`src/rtl/vga_timing_gen.sv`:
```
// vga_timing_gen: pixel-rate divider, h/v raster counters, sync/active/coordinate
// outputs and a per-frame motion strobe for the object stages.
module vga_timing_gen #(
    parameter int unsigned CLK_DIV    = 2,
    parameter int unsigned H_ACTIVE   = 640,
    parameter int unsigned H_FP       = 16,
    parameter int unsigned H_SYNC     = 96,
    parameter int unsigned H_BP       = 48,
    parameter int unsigned V_ACTIVE   = 480,
    parameter int unsigned V_FP       = 10,
    parameter int unsigned V_SYNC     = 2,
    parameter int unsigned V_BP       = 33,
    parameter int unsigned UPDATE_DIV = 1
) (
    input  logic       clk,
    input  logic       rst,
    output logic       hsync,
    output logic       vsync,
    output logic       active,
    output logic [9:0] xLength,
    output logic [9:0] yLength,
    output logic       pix_en,
    output logic       update
);

    localparam int unsigned CNT_W        = 10;
    localparam int unsigned H_TOTAL      = H_ACTIVE + H_FP + H_SYNC + H_BP;
    localparam int unsigned V_TOTAL      = V_ACTIVE + V_FP + V_SYNC + V_BP;
    localparam int unsigned H_SYNC_START = H_ACTIVE + H_FP;
    localparam int unsigned H_SYNC_END   = H_ACTIVE + H_FP + H_SYNC;
    localparam int unsigned V_SYNC_START = V_ACTIVE + V_FP;
    localparam int unsigned V_SYNC_END   = V_ACTIVE + V_FP + V_SYNC;
    localparam int unsigned DIV_W        = (CLK_DIV > 1) ? $clog2(CLK_DIV) : 1;
    localparam int unsigned FRM_W        = (UPDATE_DIV > 1) ? $clog2(UPDATE_DIV) : 1;

    // Scan state
    logic [DIV_W-1:0] div_cnt_q, div_cnt_d;
    logic [CNT_W-1:0] h_cnt_q, h_cnt_d;
    logic [CNT_W-1:0] v_cnt_q, v_cnt_d;
    logic [FRM_W-1:0] frame_cnt_q, frame_cnt_d;

    // Registered outputs
    logic             hsync_q, hsync_d;
    logic             vsync_q, vsync_d;
    logic             active_q, active_d;
    logic [CNT_W-1:0] x_q, x_d;
    logic [CNT_W-1:0] y_q, y_d;
    logic             pix_en_q, pix_en_d;
    logic             update_q, update_d;

    logic             pix_tick;
    logic             h_wrap;
    logic             v_wrap;
    logic             frame_last;
    logic [31:0]      h_ext;
    logic [31:0]      v_ext;

    // Divider: pixel tick on the last count of each CLK_DIV window (always for CLK_DIV=1)
    always_comb begin
        pix_tick  = (div_cnt_q == DIV_W'(CLK_DIV - 1));
        div_cnt_d = div_cnt_q + DIV_W'(1);
        if (pix_tick) begin
            div_cnt_d = '0;
        end
    end

    // Raster counters: h advances per pixel tick, v on h wrap, frame count on v wrap
    always_comb begin
        h_wrap      = (h_cnt_q == CNT_W'(H_TOTAL - 1));
        v_wrap      = (v_cnt_q == CNT_W'(V_TOTAL - 1));
        frame_last  = (frame_cnt_q == FRM_W'(UPDATE_DIV - 1));
        h_cnt_d     = h_cnt_q;
        v_cnt_d     = v_cnt_q;
        frame_cnt_d = frame_cnt_q;
        if (pix_tick) begin
            h_cnt_d = h_wrap ? '0 : h_cnt_q + CNT_W'(1);
            if (h_wrap) begin
                v_cnt_d = v_wrap ? '0 : v_cnt_q + CNT_W'(1);
                if (v_wrap) begin
                    frame_cnt_d = frame_last ? '0 : frame_cnt_q + FRM_W'(1);
                end
            end
        end
    end

    // Output decode from the current counters; registered one clock later
    always_comb begin
        h_ext    = 32'(h_cnt_q);
        v_ext    = 32'(v_cnt_q);
        x_d      = h_cnt_q;
        y_d      = v_cnt_q;
        hsync_d  = !((h_ext >= H_SYNC_START) && (h_ext < H_SYNC_END));
        vsync_d  = !((v_ext >= V_SYNC_START) && (v_ext < V_SYNC_END));
        active_d = (h_ext < H_ACTIVE) && (v_ext < V_ACTIVE);
        update_d = (v_ext == V_ACTIVE) && frame_last;
        pix_en_d = pix_tick;
    end

    // State and output registers with synchronous reset
    always_ff @(posedge clk) begin
        if (rst) begin
            div_cnt_q   <= '0;
            h_cnt_q     <= '0;
            v_cnt_q     <= '0;
            frame_cnt_q <= '0;
            hsync_q     <= 1'b1;
            vsync_q     <= 1'b1;
            active_q    <= 1'b0;
            x_q         <= '0;
            y_q         <= '0;
            pix_en_q    <= 1'b0;
            update_q    <= 1'b0;
        end else begin
            div_cnt_q   <= div_cnt_d;
            h_cnt_q     <= h_cnt_d;
            v_cnt_q     <= v_cnt_d;
            frame_cnt_q <= frame_cnt_d;
            hsync_q     <= hsync_d;
            vsync_q     <= vsync_d;
            active_q    <= active_d;
            x_q         <= x_d;
            y_q         <= y_d;
            pix_en_q    <= pix_en_d;
            update_q    <= update_d;
        end
    end

    assign hsync   = hsync_q;
    assign vsync   = vsync_q;
    assign active  = active_q;
    assign xLength = x_q;
    assign yLength = y_q;
    assign pix_en  = pix_en_q;
    assign update  = update_q;

endmodule

```
`config.mk`:
```
export PLATFORM = sky130hd
export DESIGN_NAME = vga_timing_gen
export DESIGN_NICKNAME = d
export VERILOG_FILES = /design/src/rtl/vga_timing_gen.sv
export SDC_FILE = /design/constraint.sdc
export NUM_CORES = 1
export LEC_CHECK = 0
export ABC_CLOCK_PERIOD_IN_PS = 4400
export CORE_UTILIZATION = 56
export CTS_CLUSTER_SIZE = 14
export DETAILED_ROUTE_END_ITERATION = 8
export PLACE_DENSITY = 0.82
export SLEW_MARGIN = 20
export SYNTH_ARGS = -nofsm -noshare
export SYNTH_HDL_FRONTEND = slang
export SYNTH_SLANG_ARGS = --single-unit
```
`constraint.sdc`:
```
create_clock -name clk -period 4.4 [get_ports clk]
set_clock_uncertainty 0.2 [all_clocks]
set_input_delay 1.32 -clock clk [delete_from_list [all_inputs] [get_ports clk]]
set_output_delay 1.32 -clock clk [all_outputs]
set_load 0.01 [all_outputs]
```
=== Yosys cells after proc, flatten, opt, wreduce, memory -nomap -nowiden ===
Index checks and enable logic that the tools add are counted.

* Output and inout port bits: 25
* Register bits after elaboration: 47
* Input bits: 2
* Word-level logic and storage cells: 37

* Muxes and demuxes: 3
* Equal/unequal tests: 3
* Bitwise operators: 1
* Add/sub/neg operators: 4
* Reduce and logical (&&, ||, !) cells: 9
* $lt $le $gt $ge: 6

{| class="wikitable"
|+ Operator list
! operator !! count
|-
| 10-bit by 1-bit adder with 10-bit output (second input constant) || 2
|-
| 10-bit == test (second input constant) || 2
|-
| 10-bit < comparator (second input constant) || 2
|-
| 10-bit by 9-bit < comparator with 1-bit output (second input constant) || 2
|-
| 10-bit two-way mux || 2
|-
| 10-bit by 9-bit == test with 1-bit output (second input constant) || 1
|-
| 10-bit >= comparator (second input constant) || 1
|-
| 10-bit by 9-bit >= comparator with 1-bit output (second input constant) || 1
|-
| 1-bit logical AND || 4
|-
| 3-bit AND reduction || 1
|-
| 1-bit adder (second input constant) || 2
|-
| 1-bit logical NOT || 2
|-
| 2-bit AND reduction || 1
|-
| 2-bit OR reduction || 1
|-
| 1-bit two-way mux || 1
|-
| 1-bit NOT || 1
|}

=== Logic depth before layout (Yosys ltp) ===
* Depth in word-level cells: 3
* Gate-level depth with buffers: 7
* Depth with buffers taken out: 6

=== Worst setup path before layout ===
Ideal clock, no wire load.

* Path type: input -> register
* Start: input rst
* End: register v_cnt_q[3]
* Cell stages on the path: 3
* Setup time: 0.131 ns
* Arrival time: 1.974 ns
* Buffers on the path: 2
* Data required time: 4.069 ns
* Slack: 2.095 ns
* Cell sequence: clkbuf_1 -> buf_1 -> o32ai_1

{| class="wikitable"
|+ RTL lines
! item !! RTL line !! text
|-
| from (decl) || 16 || <nowiki>input logic rst,</nowiki>
|-
| to (signal assigned) || 116 || <nowiki>v_cnt_q <= v_cnt_d;</nowiki>
|-
| to (decl) || 39 || <nowiki>logic [CNT_W-1:0] v_cnt_q, v_cnt_d;</nowiki>
|}

No word-level cell between the ends.

=== Worst setup path after layout ===
* Start: register y_q[8] (netlist: yLength[8])
* End: output yLength[8]

{| class="wikitable"
|+ RTL lines
! item !! RTL line !! text
|-
| from (decl) || 47 || <nowiki>logic [CNT_W-1:0] y_q, y_d;</nowiki>
|-
| from (signal assigned) || 122 || <nowiki>y_q <= y_d;</nowiki>
|-
| to (decl) || 21 || <nowiki>output logic [9:0] yLength,</nowiki>
|}

No word-level cell between the ends.

==> results.ini <==
[layout]
drive_above_1_share_pct = 4.76
n_antenna_cell = 0
layout.nets = 217
final_cell_mix = dfxtp_1 (46), clkdlybuf4s50_1 (26), nor2_1 (22), nor2b_1 (14), nand3_1 (12)
mostFrequentLayoutCell = dfxtp_1
area_growth_pct = 19.0
stdcell_count = 254

[worst_hold_path]
hold_path_startpoint = h_cnt_q[7]
min_path_type = flip-flop to flip-flop

[detailed_routing]
avgRoutedWirePerCell_um = 12.4
vias = 1372
wirelength_um = 3150
antenna_left = 0
vias_per_cell = 5.40
drc = 0
drt_iter0_markers = 25
drt-pass1-iter-count = 4

[place]
gp_congestion = 0.886
dp_hpwl_um = 2240
dp_cells = 247
pre_cts_ws_ns = 1.55
io_buffers = 26

[worst_setup_path]
startpoint_type = flip-flop
crit_path_end_kind = primary output
critPathRequiredTime_ns = 2.88
crit_family = buffers and inverters
path_class = flip-flop to primary output
arrival_ns = 1.23
cp_slowest_cell = clkdlybuf4s50_1
worstReg2RegStart = v_cnt_q[0]
cp_max_fo = 1
cp-startpoint = yLength[8]
cp.buffers_inverters = 1
cpPeakStageDelay_ns = 0.54
crit_path_cell_trace = clkdlybuf4s50_1

[global_route]
grt_max_degree = 42
gr-total-overflow = 0
grt_pass1_wl_um = 5180
grt.total_usage_pct = 20.4
grt_pass1_vias = 1210
antenna_found_initial = 0

[timing]
setup_viol = 0
worst_slew_pin_slew_ns = 0.480
max_freq_ghz = 0.363
setup_slack_ns = 1.65
post-route-period-util_pct = 62.5
hold_viol = 0
rsz0062_at_grt = no
finalMaxSlewViolations = 0
finalCriticalPeriod_ns = 2.75
whs_ns = 0.292
slew_headroom_pct = 67.9
fin_tns_setup_ns = 0

[die]
die_h_um = 58.2
die_area_sq_um = 3390
die_x_um = 58.2
start_util_pct = 58.5
boundaryPins = 27
coreArea_sq_um = 3030
num_rows = 20

[power_and_ir_drop]
power.density_nw_per_um2 = 296
ir_worst_vdd_v = 0.000210
leakagePower_nw = 0.739

[cts]
cts_buffers = 5
hold_buffers = 0
cts_tree = yes
cts_resized = 0
clock_latency_ns = 0.36
htree_levels = 2
clockRootBuffer = clkbuf_4
cts_sinks = 46
clk_path_buf_depth = 2
clkTransAtPathRegs_ns = 0.12
cts_setup_buffers = 0

[synthesis]
synth_compound_area_share_pct = 8.41
syn-instance-count = 184
synth_simple_gate_area_share_pct = 28.4
seq_area_frac_synth_pct = 52.0
synth_fp_nets = 191
synth.area.top_cells = dfxtp_1 (52%), nor2b_1 (4.9%), nor2_1 (4.7%)
ys_ff_latch = 46
synth_area_per_cell_sq_um = 9.62
ys_warn_count = 0
syn-cell-area_sq_um = 1770
synth_mux_area_share_pct = 0
synth_xor_area_share_pct = 3.96
synth_top_family_by_area = simple AND/OR/NAND/NOR gates
yosysTopAreaCell = dfxtp_1
yosysTopAreaCellShare_pct = 52.0
synth-adder-area-share_pct = 3.53
synthDistinctLibCells = 35

[job]
maxCapViolations = 0

[status]
status = finished, final reports clean

[synthesized netlist by cell type]
cell / count
nand3_1: 12
nand4_4: 1
inv_1: 9
nor2b_1: 14
nor4_1: 1
ha_1: 5
and4bb_4: 1
dfxtp_1: 46
nand4_1: 5
nand2_1: 6
a21oi_1: 9
o2bb2ai_1: 1
nor2_1: 22
xnor2_1: 3
nand4b_1: 1
or4b_1: 1
and3_1: 3
or4b_2: 1
o21ai_0: 4
nor3_1: 3
xor2_1: 5
a221oi_2: 1
o32ai_1: 3
buf_2: 1
o2111ai_1: 1
a21o_1: 2
buf_1: 2
and4_1: 3
clkbuf_1: 5
and4b_1: 2
nor4bb_1: 1
and2_1: 1
or3_1: 4
a32o_1: 1
nand2b_1: 4
[cell families after synthesis]
| logic type | count (synthesis) |
|---|---|
| simple gates | 86 |
| flops | 46 |
| xor+xnor | 8 |
| buf+inv | 17 |
| fa+ha+maj | 5 |
| compound gates | 22 |
[power by group]
part           switching, mW  leakage, nW  internal, mW
logic                 0.0103        0.342       0.00741
clock network          0.122       0.0254        0.0605
registers            0.00337        0.372         0.420
total                  0.136        0.739         0.488
[metrics by stage]
| step | power [mW] | utilization [%] | cell area [sq um] |
|---|---|---|---|
| finish | 0.624 | 69.6 | 2110 |
| global route | 0.645 | 69.6 | 2110 |
| CTS | 0.623 | 69.6 | 2110 |
| detailed placement | 0.451 | 68.1 | 2060 |
| global placement | 0.450 | 68.1 | 2060 |
| floorplan | 0.444 | - | 1770 |
[worst paths after layout]
| check | end | slack [ns] | cells after the start |
|---|---|---|---|
| worst max register to register | v_cnt_q[9] | 2.02 | 6 |
| worst min register to register | hsync | 0.29 | 1 |
| worst max-delay path | yLength[8] | 1.65 | 1 |
| worst min-delay path | hsync | 0.29 | 1 |
[cell type report]
class | instances | area [sq um]
repair buffers | 27 | 268
multi-input cells | 121 | 785
inverters | 9 | 33.8
well taps | 44 | 55.1
fillers | 244 | 921
clock buffers | 7 | 45.0
flip-flops and latches | 46 | 921
[flip-flops by register name, indices dropped and copies added (netlist names)]
register,flops
yLength,10
active,1
h_cnt_q,10
div_cnt_q,1
xLength,10
vsync,1
hsync,1
update,1
v_cnt_q,10
pix_en,1
[layer usage]
metal	global-route usage, %	part of all wire, %	vias to the layer above
li1	-	-	684
met1	25.8	49	653
met2	33.7	46	27
met3	4.69	3.7	8
met4	8.16	1.6	0
met5	0	0	-
Power figures use the tool's default switching activity.
